--- config.mk ---
export PLATFORM = sky130hd
export DESIGN_NAME = pb_debounce_flat
export DESIGN_NICKNAME = d
export VERILOG_FILES = /design/src/rtl/pb_debounce_if.sv /design/src/rtl/pb_debounce.sv /design/src/flat_wrapper.sv
export SDC_FILE = /design/constraint.sdc
export NUM_CORES = 1
export LEC_CHECK = 0
export ABC_CLOCK_PERIOD_IN_PS = 2600
export CAP_MARGIN = 20
export CORE_ASPECT_RATIO = 0.6
export CORE_MARGIN = 3
export CORE_UTILIZATION = 55
export CTS_CLUSTER_SIZE = 30
export DETAILED_ROUTE_END_ITERATION = 8
export GPL_TIMING_DRIVEN = 0
export PLACE_DENSITY = 0.77
export SLEW_MARGIN = 20
export SYNTH_ARGS = -nofsm -noshare
export SYNTH_HDL_FRONTEND = slang
export SYNTH_SLANG_ARGS = --single-unit
--- constraint.sdc ---
create_clock -name clk -period 2.6 [get_ports clk]
set_input_delay 0.52 -clock clk [delete_from_list [all_inputs] [get_ports clk]]
set_output_delay 0.52 -clock clk [all_outputs]
set_load 0.005 [all_outputs]
--- src/rtl/pb_debounce_if.sv ---
// Push-button bundle between the board-pin side and the debouncer.
//   pb_in      : raw asynchronous button levels, 1 = pressed
//   pb_level   : debounced level, registered
//   pb_press   : one-clock pulse per accepted 0->1 transition
//   pb_release : one-clock pulse per accepted 1->0 transition
// master = pin/stimulus side, slave = debouncer.
interface pb_debounce_if #(
  parameter int unsigned N = 5
);
  logic [N-1:0] pb_in;
  logic [N-1:0] pb_level;
  logic [N-1:0] pb_press;
  logic [N-1:0] pb_release;

  modport master (
    output pb_in,
    input  pb_level,
    input  pb_press,
    input  pb_release
  );

  modport slave (
    input  pb_in,
    output pb_level,
    output pb_press,
    output pb_release
  );
endinterface

--- src/rtl/pb_debounce.sv ---
// Push-button conditioner: per channel a 2-flop synchronizer, a time-based
// debounce FSM with a qualification counter, and registered press/release
// pulses next to the clean level.
// Ports:
//   clk   : system clock
//   rst_n : asynchronous active-low reset
//   bus   : pb_debounce_if slave (pb_in in; pb_level/pb_press/pb_release out)
// Parameters:
//   N             : number of independent channels
//   STABLE_CYCLES : clocks a new synchronized value must hold (2..2^CNT_W)
//   CNT_W         : per-channel counter width, 2^CNT_W >= STABLE_CYCLES
module pb_debounce #(
  parameter int unsigned N             = 5,
  parameter int unsigned STABLE_CYCLES = 100000,
  parameter int unsigned CNT_W         = 17
) (
  input  logic          clk,
  input  logic          rst_n,
  pb_debounce_if.slave  bus
);

  typedef enum logic [1:0] {
    ST_LO      = 2'd0,
    ST_WAIT_HI = 2'd1,
    ST_HI      = 2'd2,
    ST_WAIT_LO = 2'd3
  } state_t;

  // Terminal count; reaching it while still waiting accepts the new level,
  // so the counter never needs to go past STABLE_CYCLES-1 and cannot wrap.
  localparam logic [CNT_W-1:0] CNT_LAST = CNT_W'(STABLE_CYCLES - 1);

  logic [N-1:0]     s1_q;
  logic [N-1:0]     s2_q;
  state_t           state_q [N];
  state_t           state_d [N];
  logic [CNT_W-1:0] cnt_q   [N];
  logic [CNT_W-1:0] cnt_d   [N];
  logic [N-1:0]     level_q;
  logic [N-1:0]     press_q;
  logic [N-1:0]     release_q;
  logic [N-1:0]     level_d;
  logic [N-1:0]     press_d;
  logic [N-1:0]     release_d;

  // Two-flop synchronizer; only s2_q is used downstream.
  always_ff @(posedge clk or negedge rst_n) begin
    if (!rst_n) begin
      s1_q <= '0;
      s2_q <= '0;
    end else begin
      s1_q <= bus.pb_in;
      s2_q <= s1_q;
    end
  end

  // State, counter and output registers.
  always_ff @(posedge clk or negedge rst_n) begin
    if (!rst_n) begin
      for (int i = 0; i < int'(N); i++) begin
        state_q[i] <= ST_LO;
        cnt_q[i]   <= '0;
      end
      level_q   <= '0;
      press_q   <= '0;
      release_q <= '0;
    end else begin
      for (int i = 0; i < int'(N); i++) begin
        state_q[i] <= state_d[i];
        cnt_q[i]   <= cnt_d[i];
      end
      level_q   <= level_d;
      press_q   <= press_d;
      release_q <= release_d;
    end
  end

  // Next state; the counter defaults to 0, which both clears it on every
  // WAIT entry and holds it at 0 in the stable states.
  always_comb begin
    for (int i = 0; i < int'(N); i++) begin
      state_d[i] = state_q[i];
      cnt_d[i]   = '0;
      case (state_q[i])
        ST_LO: begin
          if (s2_q[i]) state_d[i] = ST_WAIT_HI;
        end
        ST_WAIT_HI: begin
          if (!s2_q[i])                  state_d[i] = ST_LO;
          else if (cnt_q[i] == CNT_LAST) state_d[i] = ST_HI;
          else                           cnt_d[i]   = cnt_q[i] + CNT_W'(1);
        end
        ST_HI: begin
          if (!s2_q[i]) state_d[i] = ST_WAIT_LO;
        end
        ST_WAIT_LO: begin
          if (s2_q[i])                   state_d[i] = ST_HI;
          else if (cnt_q[i] == CNT_LAST) state_d[i] = ST_LO;
          else                           cnt_d[i]   = cnt_q[i] + CNT_W'(1);
        end
        default: state_d[i] = ST_LO;
      endcase
    end
  end

  // Output decode from the transition about to be registered; pulses fire
  // only when a WAIT state completes qualification, never on a glitch return.
  always_comb begin
    level_d   = '0;
    press_d   = '0;
    release_d = '0;
    for (int i = 0; i < int'(N); i++) begin
      level_d[i]   = (state_d[i] == ST_HI) || (state_d[i] == ST_WAIT_LO);
      press_d[i]   = (state_q[i] == ST_WAIT_HI) && (state_d[i] == ST_HI);
      release_d[i] = (state_q[i] == ST_WAIT_LO) && (state_d[i] == ST_LO);
    end
  end

  assign bus.pb_level   = level_q;
  assign bus.pb_press   = press_q;
  assign bus.pb_release = release_q;

endmodule

--- src/flat_wrapper.sv ---
// flat-port wrapper written by rule: the top's interface ports become plain ports
module pb_debounce_flat 
#(
  parameter int unsigned N             = 5,
  parameter int unsigned STABLE_CYCLES = 100000,
  parameter int unsigned CNT_W         = 17
)
  (clk, rst_n, bus_pb_in, bus_pb_level, bus_pb_press, bus_pb_release);
  pb_debounce_if #(.N(N)) bus_i ();
  input  logic clk;
  input  logic rst_n;
  input wire logic [$bits(bus_i.pb_in)-1:0] bus_pb_in;
  output wire logic [$bits(bus_i.pb_level)-1:0] bus_pb_level;
  output wire logic [$bits(bus_i.pb_press)-1:0] bus_pb_press;
  output wire logic [$bits(bus_i.pb_release)-1:0] bus_pb_release;
  assign bus_i.pb_in = bus_pb_in;
  assign bus_pb_level = bus_i.pb_level;
  assign bus_pb_press = bus_i.pb_press;
  assign bus_pb_release = bus_i.pb_release;
  pb_debounce #(.N(N), .STABLE_CYCLES(STABLE_CYCLES), .CNT_W(CNT_W)) u_core (.clk(clk), .rst_n(rst_n), .bus(bus_i));
endmodule
======== Word level (Yosys, flattened, before mapping) ========
Cells that the tools add are included.
word-level totals
  bits in registers ....................... 120
  bits of input ports ..................... 7
  output and inout bits ................... 15
  logic and storage cells ................. 130
cells by class
  add/sub/neg operators ................... 5
  eq/ne operators ......................... 30
  multiplexer cells ....................... 55
  reductions and logical operators ........ 25
operators with widths
  cell                                            count
  2-to-1 mux 17 bit                               15
  case mux 17 bit (2 select lines)                5
  adder 17 x 1 -> 17 bit (second input constant)  5
  == test 17 bit (second input constant)          5
  2-to-1 mux 2 bit                                30
  == test 2 bit (second input constant)           20
  case mux 2 bit (4 select lines)                 5
  zero test 2 bit                                 10
  == test 2 x 1 -> 1 bit (second input constant)  5
  logical AND 1 bit                               10
  logical OR 1 bit                                5

======== Logic depth before layout (Yosys ltp) ========
Gate-level depths: netlist (run 1).
  depth in word-level cells ............... 6
  mapped depth ............................ 8
  mapped depth without buffers ............ 5

======== Worst setup path before layout (run 1) ========
No wires, ideal clock.
  kind .................................... register -> register
  from .................................... register u_core.cnt_q[51] (netlist name)
  to ...................................... register u_core.cnt_q[58] (netlist name)
  setup time .............................. 0.071 ns
  arrival ................................. 1.768 ns
  required time ........................... 2.529 ns
  path slack .............................. 0.760 ns
  stages on the path, launching flop included .. 9
  path buffers ............................ 3
  period minus slack after synthesis ...... 1.840 ns
  path through ............................ dfrtp_1 -> ha_1 -> and4_1 -> clkbuf_1 -> and4_1 -> or2_2 -> clkbuf_1 -> buf_2 -> nor2_1
RTL lines
  what                             RTL line           text
  start, declared                  pb_debounce.sv:37  logic [CNT_W-1:0] cnt_q [N];
  start signal, assigned by index  pb_debounce.sv:70  cnt_q[i] <= cnt_d[i];

==> summary.txt, run 1 <==
Outcome
  – Status: finished, final reports clean

STA
  – Max Slew Vio Count: 0
  – Final period utilization: 0.860
  – Final setup vio count: 0
  – Slew margin rel.: 0.720
  – Fin crit period: ~2.2 ns
  – Setup tns final: 0 ns
  – Highest clock rate: ~450 MHz
  – Hold Vio Cnt, Final: 0
  – Setup Skew: 0.00882 ns
  – Worst-Margin Slew: around 0.42 ns
  – Unrepaired setup endpoints after global routing: false

Floorplan
  – Initial Util: 0.576
  – # rows: 27
  – Core ar.: ~9300 µm²
  – Die W: around 130 µm
  – Die area: approximately 11000 µm²
  – I/O pin count: 22
  – Die span in y: around 83 µm

Placement
  – Routability Congestion: between 0.8 and 0.9
  – IO buf count: 21
  – Area of placed instances: about 5800 µm²
  – Detailed placer's ending HPWL: between 6000 and 7000 µm

Final layout
  – Antenna cells: 0
  – Share of cells above drive strength 1: 0.0948
  – P&R area growth vs syn: 17.1%
  – Post-route cell area: approximately 6300 µm²
  – Final net count: between 500 and 600
  – Fillers: around 690

GRT
  – Met2 Use GR: 0.284
  – Total GRT Usage: 0.207
  – Largest net degree at the start of global routing: 85
  – Met3 GRT Util: 0.0708
  – Most heavily used metal layer in global routing: met1
  – GRT Residual Overflow: 0
  – Initial antenna violation count: 0
  – Vias in the first global route: 3516
  – Global-route wire length before repair: 17700 µm
  – GRT met1 Usage: 0.302

Yosys
  – Ranking of synthesized cells by area: dfrtp_1 56%, xor2_1 8.2%, nor2_1 5.5%, xnor2_1 3.6%, nand4_1 3.5%
  – Synth Instances: just under 500
  – Mapped Area: 5370 µm²
  – Synthesized flop and latch total: 120
  – Unique masters post-synth: 45
  – Main synth FF type: dfrtp_1
  – Post-synth EDFFs: 0
  – Cell with the most instances after synthesis: dfrtp_1
  – Synth Net Count: 500
  – Post-synth top area share: 0.559
  – YS warnings: 0
  – Sequential area share after synthesis: 0.559
  – Cell taking the most area after synthesis: dfrtp_1
  – Avg Synthesized Cell Area: about 11 µm²
  – FFs w/ async S/R, synth: 1.00
  – Most frequent cells after synthesis: 120 x dfrtp_1, 79 x nor2_1, 50 x xor2_1, 30 x nand4_1, 27 x nand3_1

Flow run
  – Max Cap Viol: 0

CTS
  – Clock buffer depth: 2
  – Worst-Skew Late Latency: slightly above 0.4 ns
  – Root Buffer: clkbuf_16
  – Clock slew at reported path FFs: 0.05 ns
  – Clock sinks: 120
  – Cts bufs inserted: 17
  – CTS tree: done
  – Setup repair bufs after CTS: 0
  – CTS resizes: 0
  – Hold Buf Count CTS: 0
  – H-tree levels: 4

Detailed routing
  – Initial DRC count: 390
  – Residual DRC: 0
  – WL final: roughly 10000 µm
  – ANT nets after route: 0
  – Pre-Repair DR Iteration Count: 4
  – Routed len/inst: between 15 and 20 µm
  – Drt via density: around 5.6
  – Routed vias: 3760

Critical path
  – CP Data Required Time: around 2.9 ns
  – Crit end category: flop
  – Worst setup startpoint: u_core.cnt_q[0]$_DFF_PN0_
  – Crit Path Class: flop to flop
  – Reg2Reg Launch Point: u_core.cnt_q[0]$_DFF_PN0_
  – Critical-path maximum fanout: 10
  – Startpoint types: flop
  – WP data arrival: between 2 and 3 ns

Pwr
  – Power Dens Cells: between 600 and 700 nW/µm²
  – Leak: roughly 0.0026 µW
  – Maximum vdd drop: 0.501 mV

Hold path
  – Min-delay worst type: primary input to asynchronous set/reset pin
-- worst paths after layout --
check / slack (ns) / depth (start not counted) / to
setup / recovery: 0.36 / 7 / u_core.cnt_q[14]$_DFF_PN0_
hold reg to reg: 0.35 / 0 / u_core.s2_q[1]$_DFF_PN0_
max in group asynchronous: 1.87 / 2 / u_core.cnt_q[17]$_DFF_PN0_
setup reg to reg: 0.36 / 7 / u_core.cnt_q[14]$_DFF_PN0_
hold / removal: 0.009 / 1 / u_core.cnt_q[67]$_DFF_PN0_
min in group clk: 0.35 / 0 / u_core.s2_q[1]$_DFF_PN0_
-- cell usage in the layout, fill, tap and decap left out, types with 3 or more instances in the layout --
cell	netlist	layout
dfrtp_1	120	120
nor2_1	79	79
xor2_1	50	50
nand4_1	30	30
nand3_1	27	27
nand2_1	25	25
xnor2_1	22	22
clkdlybuf4s50_1	0	20
and4_1	17	17
clkbuf_16	0	17
clkbuf_1	7	11
nor4_1	11	11
nor3b_1	11	11
mux2_2	8	8
a21oi_1	7	7
and2_1	7	7
inv_1	7	7
nor3_1	5	5
ha_1	5	5
o21ai_0	4	4
or3_1	4	4
nor4b_1	4	4
or4b_1	4	4
clkinv_2	0	4
nor4bb_1	3	3
buf_2	3	3
-- worst max-delay path, stage by stage (launching register included) --
cell and delay [ns]:
dfrtp_1 0.47, ha_1 0.19, clkbuf_1 0.32, nand4_1 0.14, nor4_1 0.34, a31o_2 0.30, buf_2 0.26, nor2_1 0.09
-- per-layer routing --
metal	vias to the layer above	routed length [µm]
met5	-	0
met1	1849	5360
met2	91	4320
li1	1803	-
met4	0	134
met3	17	515
-- report_power, final --
part	switching [µW]	leakage, µW	total, µW	internal [µW]
Sequential	17.2	0.00164	1910	1890
Combinational	70.0	0.000714	101	31.4
Clock	755	0.000258	2090	1330
Total	843	0.00261	4100	3250
-- flip-flops by register name, summed over array words and instances (netlist names) --
name / flops
u_core.state_q: 10
u_core.bus.pb_level: 5
u_core.bus.pb_press: 5
u_core.s2_q: 5
u_core.cnt_q: 85
u_core.s1_q: 5
u_core.bus.pb_release: 5
-- cell type report --
cell class	count	area, µm²	area share
buffer	13	67.6	0.0107
clock buffer	23	468	0.0744
clock inverter	5	50.0	0.00796
inverter	7	26.3	0.00418
multi-input combinational	348	2270	0.361
sequential	120	3000	0.478
tap	130	163	0.0259
timing repair buffer	22	239	0.0380
-- metrics by stage --
stage	instances	util	hold slack [ns]	worst slack (ns)	total power [µW]
2_1_floorplan	488	-	0.224	0.760	1970
3_3_place_gp	639	0.616	0.335	-3.45	2030
3_5_place_dp	640	0.619	0.336	0.417	2040
4_1_cts	668	0.674	0.00912	0.387	4130
5_1_grt	668	0.674	0.0146	0.179	4240
6_report	668	0.674	0.00944	0.363	4100
-- cell families after synthesis --
kind of cell	count (synthesis)	share of synthesized area
fa+ha+maj	5	0.0117
buf+inv	20	0.0175
xor+xnor	72	0.117
mux	10	0.0210
simple gates	244	0.253
flops	120	0.559
compound gates	17	0.0198
Note: power is estimated with default switching activity, not from simulation.
==> run 2, diff against run 1 <==
GPL_TIMING_DRIVEN = 1   (was 0)
==> run 2 against run 1 <==
  * Via count increased by 0.64%
  * Critical path depth shrank 3
  * Clock skew down 0.0024 ns
  * Combinational power shrank 6%
  * Hold slack better by 0.34 ns
  * Power increased by 5.3%
  * Routed wire length down 4.8%
  * Clock-buffer cell count is 1 lower
  * Fmax up 2.3%
  * Setup slack better by 0.051 ns
  * Final area up 0.26%
  * Critical path type unchanged
==> summary.txt, run 2 (synthesis gave the netlist of run 1 again) <==
GRT
  – Most heavily used metal layer in global routing: met2
  – Total GRT Usage: 0.194
  – Vias in the first global route: 3521
  – Met3 GRT Util: 0.0587
  – GRT met1 Usage: 0.276
  – GRT Residual Overflow: 0
  – Initial antenna violation count: 0
  – Met2 Use GR: 0.277
  – Global-route wire length before repair: about 17000 µm
  – Largest net degree at the start of global routing: 54

STA
  – Slew margin rel.: 0.555
  – WHS: 0.345 ns
  – Worst-Margin Slew: 0.666 ns
  – Hold Vio Cnt, Final: 0
  – Unrepaired setup endpoints after global routing: false
  – Setup Skew: around 0.0064 ns
  – Highest clock rate: around 460 MHz
  – Fin crit period: approximately 2.2 ns
  – Final worst slack: ~0.41 ns
  – Max Slew Vio Count: 0
  – Final period utilization: 0.841
  – Setup tns final: 0 ns
  – Final setup vio count: 0

CTS
  – Worst-Skew Late Latency: 0.41 ns
  – CTS tree: done
  – Clock sinks: between 100 and 150
  – H-tree levels: 4
  – Root Buffer: clkbuf_16
  – Cts bufs inserted: 17
  – Setup repair bufs after CTS: 0
  – Clock slew at reported path FFs: 0.05 ns
  – Clock buffer depth: 2

Critical path
  – CP Data Required Time: around 2.9 ns
  – WP data arrival: 2.44 ns
  – Critical-path cell list: or4b_1 > nor4_2 > or2_1 > nor2_1
  – Crit Path Class: flop to flop
  – Crit end category: flop
  – Family with the most delay on the worst path: simple AND/OR/NAND/NOR gates
  – R2R cell count: 4
  – Buffer and inverter count on the worst path: 0
  – Startpoint types: flop
  – Reg2Reg Launch Point: u_core.cnt_q[22]$_DFF_PN0_
  – Critical-path maximum fanout: 16
  – Slowest stage cell, crit path: or4b_1
  – R2R Setup Slk: a little over 0.4 ns
  – Worst R2R End: u_core.cnt_q[19]$_DFF_PN0_
  – Slowest stage delay, CP: between 0.5 and 0.6 ns

Placement
  – Setup WS pre-CTS: between 0.4 and 0.5 ns
  – Routability Congestion: between 0.8 and 0.9
  – Detailed placer's ending HPWL: 6370 µm
  – IO buf count: 21

Final layout
  – Commonest non-fill, non-tap cell in the layout: dfrtp_1
  – Largest register FFs: 85
  – Antenna cells: 0
  – P&R area growth vs syn: 17.4%
  – Share of cells above drive strength 1: 0.0960
  – Fillers: 704
  – Most frequent cells in the layout: 120 x dfrtp_1, 79 x nor2_1, 50 x xor2_1
  – Largest registers: u_core.cnt_q: 85 flops, u_core.state_q: 10 flops
  – Final net count: between 500 and 600
  – Largest Register: u_core.cnt_q

Flow run
  – Max Cap Viol: 0

Detailed routing
  – Pre-Repair DR Iteration Count: 5
  – WL final: approximately 9800 µm
  – Initial DRC count: approximately 370
  – Routed len/inst: ~15 µm
  – Drt via density: 5.72
  – ANT nets after route: 0
  – Residual DRC: 0
  – Routed vias: around 3800

Pwr
  – Leak: 0.00262 µW
  – Maximum vdd drop: ~0.48 mV
  – Overall power: between 4000 and 5000 µW
  – Power Dens Cells: a little under 700 nW/µm²

Floorplan
  – Die W: 134 µm
  – Core ar.: about 9300 µm²
  – Die area: 11000 µm²
  – I/O pin count: 22
  – Initial Util: 0.576
  – Die span in y: between 80 and 90 µm
  – # rows: 27

Hold path
  – Hold endpoint: u_core.s2_q[3]$_DFF_PN0_
  – Hold path depth: 0
  – Critical hold path startpoint: u_core.s1_q[3]$_DFF_PN0_
  – Min-delay worst type: flop to flop

Outcome
  – Status: finished, final reports clean
run 2: cell count changes in the layout (fill, tap and decap cells not counted), sizes merged:
cell         before  now
buf               8    4
bufinv            1    3
clkbuf           30   22
clkinv            4    6
dlygate4sd3       0    1
run 2: area by class of cell:
type / count / area (µm²) / share of cell area
clock buffers: 22 / 464 / 0.0736
inverters: 7 / 26.3 / 0.00417
well taps: 130 / 163 / 0.0258
multi-input cells: 348 / 2270 / 0.360
clock inverters: 9 / 124 / 0.0196
repair buffers: 25 / 253 / 0.0401
flip-flops and latches: 120 / 3000 / 0.476
run 2: stage by stage:
step	cell area [µm²]	utilization	instances
after floorplan	5370	-	488
after global placement	5710	0.612	629
after detailed placement	5710	0.612	629
after CTS	6300	0.676	661
after global routing	6300	0.676	661
final	6300	0.676	661
run 2: worst max-delay path by stage:
stage / startpoint / end / slack (ns) / cells past startpoint
after floorplan: u_core.cnt_q[51]$_DFF_PN0_ / u_core.cnt_q[58]$_DFF_PN0_ / 0.76 / 8
after global placement: u_core.cnt_q[22]$_DFF_PN0_ / u_core.cnt_q[24]$_DFF_PN0_ / 0.59 / 4
after detailed placement: u_core.cnt_q[22]$_DFF_PN0_ / u_core.cnt_q[26]$_DFF_PN0_ / 0.49 / 4
after CTS: u_core.cnt_q[22]$_DFF_PN0_ / u_core.cnt_q[26]$_DFF_PN0_ / 0.42 / 4
after global routing: u_core.cnt_q[22]$_DFF_PN0_ / u_core.cnt_q[19]$_DFF_PN0_ / 0.33 / 4
final: u_core.cnt_q[22]$_DFF_PN0_ / u_core.cnt_q[19]$_DFF_PN0_ / 0.41 / 4
run 2: layer usage:
metal  share of wire  vias to the layer above
li1                -                     1791
met1            0.50                     1850
met2            0.43                      133
met3           0.058                       10
met4           0.012                        0
met5               0                        -
run 2: worst register-to-register path: cells and delay by family, from the launching register on:
family,cells,cell delay (ns)
flops,1,0.44
simple gates,4,1.59
run 2: where the power goes:
| part | switching [µW] | total [µW] | internal [µW] |
|---|---|---|---|
| combinational | 67.4 | 94.8 | 27.4 |
| clock | 767 | 2310 | 1540 |
| sequential | 17.2 | 1910 | 1890 |
run 2: timing repair:
| action | in CTS | in global routing |
|---|---|---|
| hold buffers | 1 | 0 |
| resized for setup | 0 | 0 |
| endpoints found under the hold margin | 8 | 0 |
